File: src/rtl/fetch_stage_if.sv
// Instruction-memory fetch handshake: req/gnt for the address phase, rvalid/rdata for the data phase.
interface fetch_stage_if;
  logic        imem_req;
  logic [31:0] imem_addr;
  logic        imem_gnt;
  logic        imem_rvalid;
  logic [31:0] imem_rdata;

  modport master (
    output imem_req,
    output imem_addr,
    input  imem_gnt,
    input  imem_rvalid,
    input  imem_rdata
  );

  modport slave (
    input  imem_req,
    input  imem_addr,
    output imem_gnt,
    output imem_rvalid,
    output imem_rdata
  );
endinterface

File: src/rtl/fetch_stage.sv
// MIPS fetch stage: owns the fetch PC and the F/D pipeline register, fetches over req/gnt/rvalid,
// and parks a returned word in a one-entry buffer while the hazard unit stalls.
module fetch_stage #(
  parameter logic [31:0] RESET_PC  = 32'h0000_3000,
  parameter logic [31:0] NOP_INSTR = 32'h0000_0000
) (
  input  logic                 clk,
  input  logic                 reset,
  input  logic [31:0]          npc,
  input  logic                 stall,
  fetch_stage_if.master        imem,
  output logic [31:0]          F_PC,
  output logic [31:0]          D_PC,
  output logic [31:0]          D_instr,
  output logic                 D_valid,
  output logic                 D_exc_adel
);

  typedef enum logic [1:0] {S_REQ, S_WAIT, S_FULL} state_t;

  state_t      state_reg, state_next;
  logic [31:0] f_pc_reg;
  logic [31:0] d_pc_reg, d_instr_reg;
  logic        d_valid_reg, d_exc_reg;
  logic [31:0] buf_instr_reg;
  logic        buf_exc_reg;

  logic        aligned;
  logic        advance;
  logic        load_buf;
  logic [31:0] res_word;
  logic        res_exc;

  assign aligned = (f_pc_reg[1:0] == 2'b00);

  // A misaligned PC never reaches memory; it resolves immediately as a NOP flagged with AdEL.
  always_comb begin
    state_next = state_reg;
    advance    = 1'b0;
    load_buf   = 1'b0;
    res_word   = NOP_INSTR;
    res_exc    = 1'b0;
    case (state_reg)
      S_REQ: begin
        if (!aligned) begin
          res_exc = 1'b1;
          if (!stall) begin
            advance = 1'b1;
          end else begin
            load_buf   = 1'b1;
            state_next = S_FULL;
          end
        end else if (imem.imem_gnt) begin
          state_next = S_WAIT;
        end
      end
      S_WAIT: begin
        if (imem.imem_rvalid) begin
          res_word = imem.imem_rdata;
          if (!stall) begin
            advance    = 1'b1;
            state_next = S_REQ;
          end else begin
            load_buf   = 1'b1;
            state_next = S_FULL;
          end
        end
      end
      S_FULL: begin
        res_word = buf_instr_reg;
        res_exc  = buf_exc_reg;
        if (!stall) begin
          advance    = 1'b1;
          state_next = S_REQ;
        end
      end
      default: state_next = S_REQ;
    endcase
  end

  always_ff @(posedge clk or posedge reset) begin
    if (reset) begin
      state_reg     <= S_REQ;
      buf_instr_reg <= NOP_INSTR;
      buf_exc_reg   <= 1'b0;
    end else begin
      state_reg <= state_next;
      if (load_buf) begin
        buf_instr_reg <= res_word;
        buf_exc_reg   <= res_exc;
      end
    end
  end

  // npc is only meaningful on an advance; it was computed from the pre-edge D contents.
  always_ff @(posedge clk or posedge reset) begin
    if (reset) begin
      f_pc_reg    <= RESET_PC;
      d_pc_reg    <= RESET_PC;
      d_instr_reg <= NOP_INSTR;
      d_valid_reg <= 1'b0;
      d_exc_reg   <= 1'b0;
    end else if (advance) begin
      f_pc_reg    <= npc;
      d_pc_reg    <= f_pc_reg;
      d_instr_reg <= res_word;
      d_valid_reg <= 1'b1;
      d_exc_reg   <= res_exc;
    end else if (!stall) begin
      d_instr_reg <= NOP_INSTR;
      d_valid_reg <= 1'b0;
      d_exc_reg   <= 1'b0;
    end
  end

  assign imem.imem_req  = !reset && (state_reg == S_REQ) && aligned;
  assign imem.imem_addr = f_pc_reg;

  assign F_PC       = f_pc_reg;
  assign D_PC       = d_pc_reg;
  assign D_instr    = d_instr_reg;
  assign D_valid    = d_valid_reg;
  assign D_exc_adel = d_exc_reg;

endmodule

File: src/flat_wrapper.sv
// flat-port wrapper written by rule: the top's interface ports become plain ports
module fetch_stage_flat 
#(
  parameter logic [31:0] RESET_PC  = 32'h0000_3000,
  parameter logic [31:0] NOP_INSTR = 32'h0000_0000
)
  (clk, reset, npc, stall, F_PC, D_PC, D_instr, D_valid, D_exc_adel, imem_imem_req, imem_imem_addr, imem_imem_gnt, imem_imem_rvalid, imem_imem_rdata);
  fetch_stage_if imem_i ();
  input  logic clk;
  input  logic reset;
  input  logic [31:0] npc;
  input  logic stall;
  output logic [31:0] F_PC;
  output logic [31:0] D_PC;
  output logic [31:0] D_instr;
  output logic D_valid;
  output logic D_exc_adel;
  output wire logic [$bits(imem_i.imem_req)-1:0] imem_imem_req;
  output wire logic [$bits(imem_i.imem_addr)-1:0] imem_imem_addr;
  input wire logic [$bits(imem_i.imem_gnt)-1:0] imem_imem_gnt;
  input wire logic [$bits(imem_i.imem_rvalid)-1:0] imem_imem_rvalid;
  input wire logic [$bits(imem_i.imem_rdata)-1:0] imem_imem_rdata;
  assign imem_imem_req = imem_i.imem_req;
  assign imem_imem_addr = imem_i.imem_addr;
  assign imem_i.imem_gnt = imem_imem_gnt;
  assign imem_i.imem_rvalid = imem_imem_rvalid;
  assign imem_i.imem_rdata = imem_imem_rdata;
  fetch_stage #(.RESET_PC(RESET_PC), .NOP_INSTR(NOP_INSTR)) u_core (.clk(clk), .reset(reset), .npc(npc), .stall(stall), .imem(imem_i), .F_PC(F_PC), .D_PC(D_PC), .D_instr(D_instr), .D_valid(D_valid), .D_exc_adel(D_exc_adel));
endmodule
File: config.mk
export PLATFORM = sky130hd
export DESIGN_NAME = fetch_stage_flat
export DESIGN_NICKNAME = d
export VERILOG_FILES = /design/src/rtl/fetch_stage_if.sv /design/src/rtl/fetch_stage.sv /design/src/flat_wrapper.sv
export SDC_FILE = /design/constraint.sdc
export NUM_CORES = 1
export LEC_CHECK = 0
export CORE_ASPECT_RATIO = 0.5
export CORE_MARGIN = 1
export CORE_UTILIZATION = 68
export CTS_CLUSTER_SIZE = 8
export DETAILED_ROUTE_END_ITERATION = 16
export DONT_BUFFER_PORTS = 1
export PLACE_DENSITY = 0.82
export RECOVER_POWER = 25
export SYNTH_ARGS = -nofsm -noshare
export SYNTH_HDL_FRONTEND = slang
export SYNTH_SLANG_ARGS = --single-unit
export TNS_END_PERCENT = 100
File: constraint.sdc
create_clock -name clk -period 13.1 [get_ports clk]
set_input_delay 1.965 -clock clk [delete_from_list [all_inputs] [get_ports clk]]
set_output_delay 1.965 -clock clk [all_outputs]
set_load 0.02 [all_outputs]
==> results.ini <==
[status]
status = finished with violations
failed_checks = capacitance limit, slew limit

[final_layout]
fin_util_pct = 77.4
diodes = 0
drive_above_1_share_pct = 9.94
syn_to_final_growth_pct = 7.73
fin_nets = 524
fillerInstances = 487

[timing]
worstMarginPinSlew_ps = 1670
fmax_mhz = 212
setup_viol = 0
tns_ps = 0
hold_violations = 0
report.final.slew_viol_count = 40
slew_headroom_pct = -11.7
rsz0062_at_grt = no
fin_worst_skew_ps = 6.74
period_share_pct = 36.0
period_needed_ps = 4720

[power_and_ir_drop]
swShare_pct = 39.1
ir_worst_vdd_mv = 0.154
power.density_nw_per_um2 = 277
p_sw_uw = 687
p_leak_nw = 2.68
total_power_mw = 1.75
p_comb_share_pct = 19.4
p_int_mw = 1.07
pwr-share-clk_pct = 30.9
seqPwrFrac_pct = 49.7

[floorplanning]
design.core.area_um2 = 8200
dieArea_um2 = 9060
io_pins = 200
die_w_um = 134
initial_core_util_pct = 71.8
die_h_um = 67.8
num_rows = 23

[placed_design]
gp_congestion = 0.788
port_buffers = 0
hpwl_mm = 7.78

[critical_path]
ff2ff_setup_slack_ps = 10010
critPathMaxStageDelay_ps = 790
cp.arrival_ps = 2750
reg2reg_to = u_core.buf_instr_reg[7]
ff2ff_path_depth = 7
cp.required_ps = 11140
crit_family = simple AND/OR/NAND/NOR gates
crit_end = imem_imem_req
crit_fanout = 2
cp-end-kind = primary output
cp_slowest_cell = nor4b_1
worstSetupPathType = in2out
critPathBufInv = 0
cp_cell_sequence = nor4b_1
cp.depth = 1
reg2reg_from = u_core.state_reg[1]
startpoint_type = input pin
critPathLaunch = reset

[synthesis]
synth_edf_count = 0
synthAdderAreaFrac_pct = 1.06
synth_area_leaders = dfrtp_1, mux2_1, a32o_1, mux2i_1, buf_4
ys_seq_elements = 133
avgSynthCellArea_um2 = 12.0
synth_seq_area_share_pct = 56.6
synth_top_family_by_area = multiplexers
yosysWarnings = 0
synth_nets = 564
synthSimpleGateAreaFrac_pct = 5.42
synthesis.area_um2 = 5890
synth_xor_area_share_pct = 0
synth.distinct_cells = 31
netlist_instances = 490
netlist.area_leader.share_pct = 54.8
synth.largest_area_cell = dfrtp_1
synth_top_flop_cell = dfrtp_1
synthMuxAreaShare_pct = 17.7
synthArstFlopShare_pct = 100
synth-compound-area-share_pct = 9.92

[global_routing]
antenna_found_initial = 0
grt_max_degree = 96
grt.overflow.total = 0
grt_pass1_vias = 3613
grt_pass1_wl_mm = 18.9
grtUsageTotal_pct = 28.1

[clock_tree]
hold_buffers = 0
cts_sinks = 133
clkTransAtPathRegs_ps = 60
worstSkewPairLatency_ps = 410
clockBufferDepth = 2
cts_setup_buffers = 0
htreeDepth = 4
cts_root_buffer = clkbuf_16
cts_tree = built
ctsResizeCount = 0
cts_made_buffers = 17

[routing]
wl_met3_um = 991
m1WireLength_mm = 5.02
num_vias = 3561
drcViolationCount = 0
routed_via_density = 6.19
routed.top_layer = met4
drt_iter0_drc = 281
wl_per_cell_um = 21.4
wl_met2_mm = 6.22
routed_wl_mm = 12.3
first_pass_iters = 5
ant_nets = 0

[hold_path]
hold_class = reg2reg
holdPathStages = 2

[flow_run]
cap_violations = 1

[synthesized netlist by cell type, types with 2 or more instances]
library cell	count
a21oi_1	2
a32o_1	33
buf_1	3
buf_4	35
buf_6	6
clkbuf_1	19
dfrtp_1	129
dfstp_2	4
ha_1	5
inv_1	35
mux2_1	60
mux2_2	4
mux2i_1	32
nand2_1	70
o21ai_0	37
[stage by stage]
| step | instance area [µm²] | setup slack (ps) | hold slack [ps] | std cells |
|---|---|---|---|---|
| floorplan | 5890 | 7590 | 469 | 490 |
| finish | 6340 | 8380 | 521 | 575 |
| global placement | 5670 | 8370 | 488 | 543 |
| global route | 6340 | 8330 | 537 | 575 |
| CTS | 6360 | 8380 | 523 | 575 |
| detailed placement | 5670 | 8380 | 504 | 543 |
[kinds of logic after synthesis]
kind of cell | Yosys count
DFF | 133
and+or+nand+nor | 78
muxes | 96
buffers and inverters | 99
AOI/OAI and AO/OA | 79
adders and majority gates | 5
[power groups by stage]
stage | combinational [mW] | sequential, mW | clock (mW)
finish | 0.340 | 0.872 | 0.543
global route | 0.374 | 0.892 | 0.565
CTS | 0.344 | 0.874 | 0.546
detailed placement | 0.341 | 0.880 | 0
global placement | 0.318 | 0.870 | 0
floorplan | 0.434 | 0.766 | 0
[layout make-up]
cell class	instances	area, µm²	area share [%]
Clock inverter	8	193	3.04
Tap cell	112	140	2.21
Sequential cell	133	3330	52.5
Multi-Input combinational cell	258	2020	31.8
Clock buffer	24	492	7.75
Timing Repair Buffer	5	37.5	0.592
Inverter	35	133	2.09
[cells in the final DEF (no fill, tap or decap), types with 2 or more instances in the layout]
master,n
a21oi_1,2
a32o_1,33
buf_4,5
bufinv_16,6
clkbuf_1,3
clkbuf_16,17
clkbuf_8,4
dfrtp_1,129
dfstp_2,4
ha_1,5
inv_1,34
mux2_1,60
mux2_2,4
mux2i_1,32
nand2_1,70
o21ai_0,37
[metal layers]
layer	vias to the layer above	GRT usage, %
li1	1587	-
met5	-	0
met1	1814	34.5
met3	9	10.1
met4	0	9.52
met2	151	47.3
[worst min-delay path by stage]
stage                             start                       end  slack (ps)
2_1_floorplan        u_core.buf_exc_reg        u_core.buf_exc_reg         470
3_3_place_gp         u_core.buf_exc_reg        u_core.buf_exc_reg         490
3_5_place_dp         u_core.buf_exc_reg        u_core.buf_exc_reg         500
4_1_cts        u_core.buf_instr_reg[31]  u_core.buf_instr_reg[31]         520
5_1_grt        u_core.buf_instr_reg[15]  u_core.buf_instr_reg[15]         540
6_report       u_core.buf_instr_reg[28]  u_core.buf_instr_reg[28]         520
(Power assumes the default switching activity.)
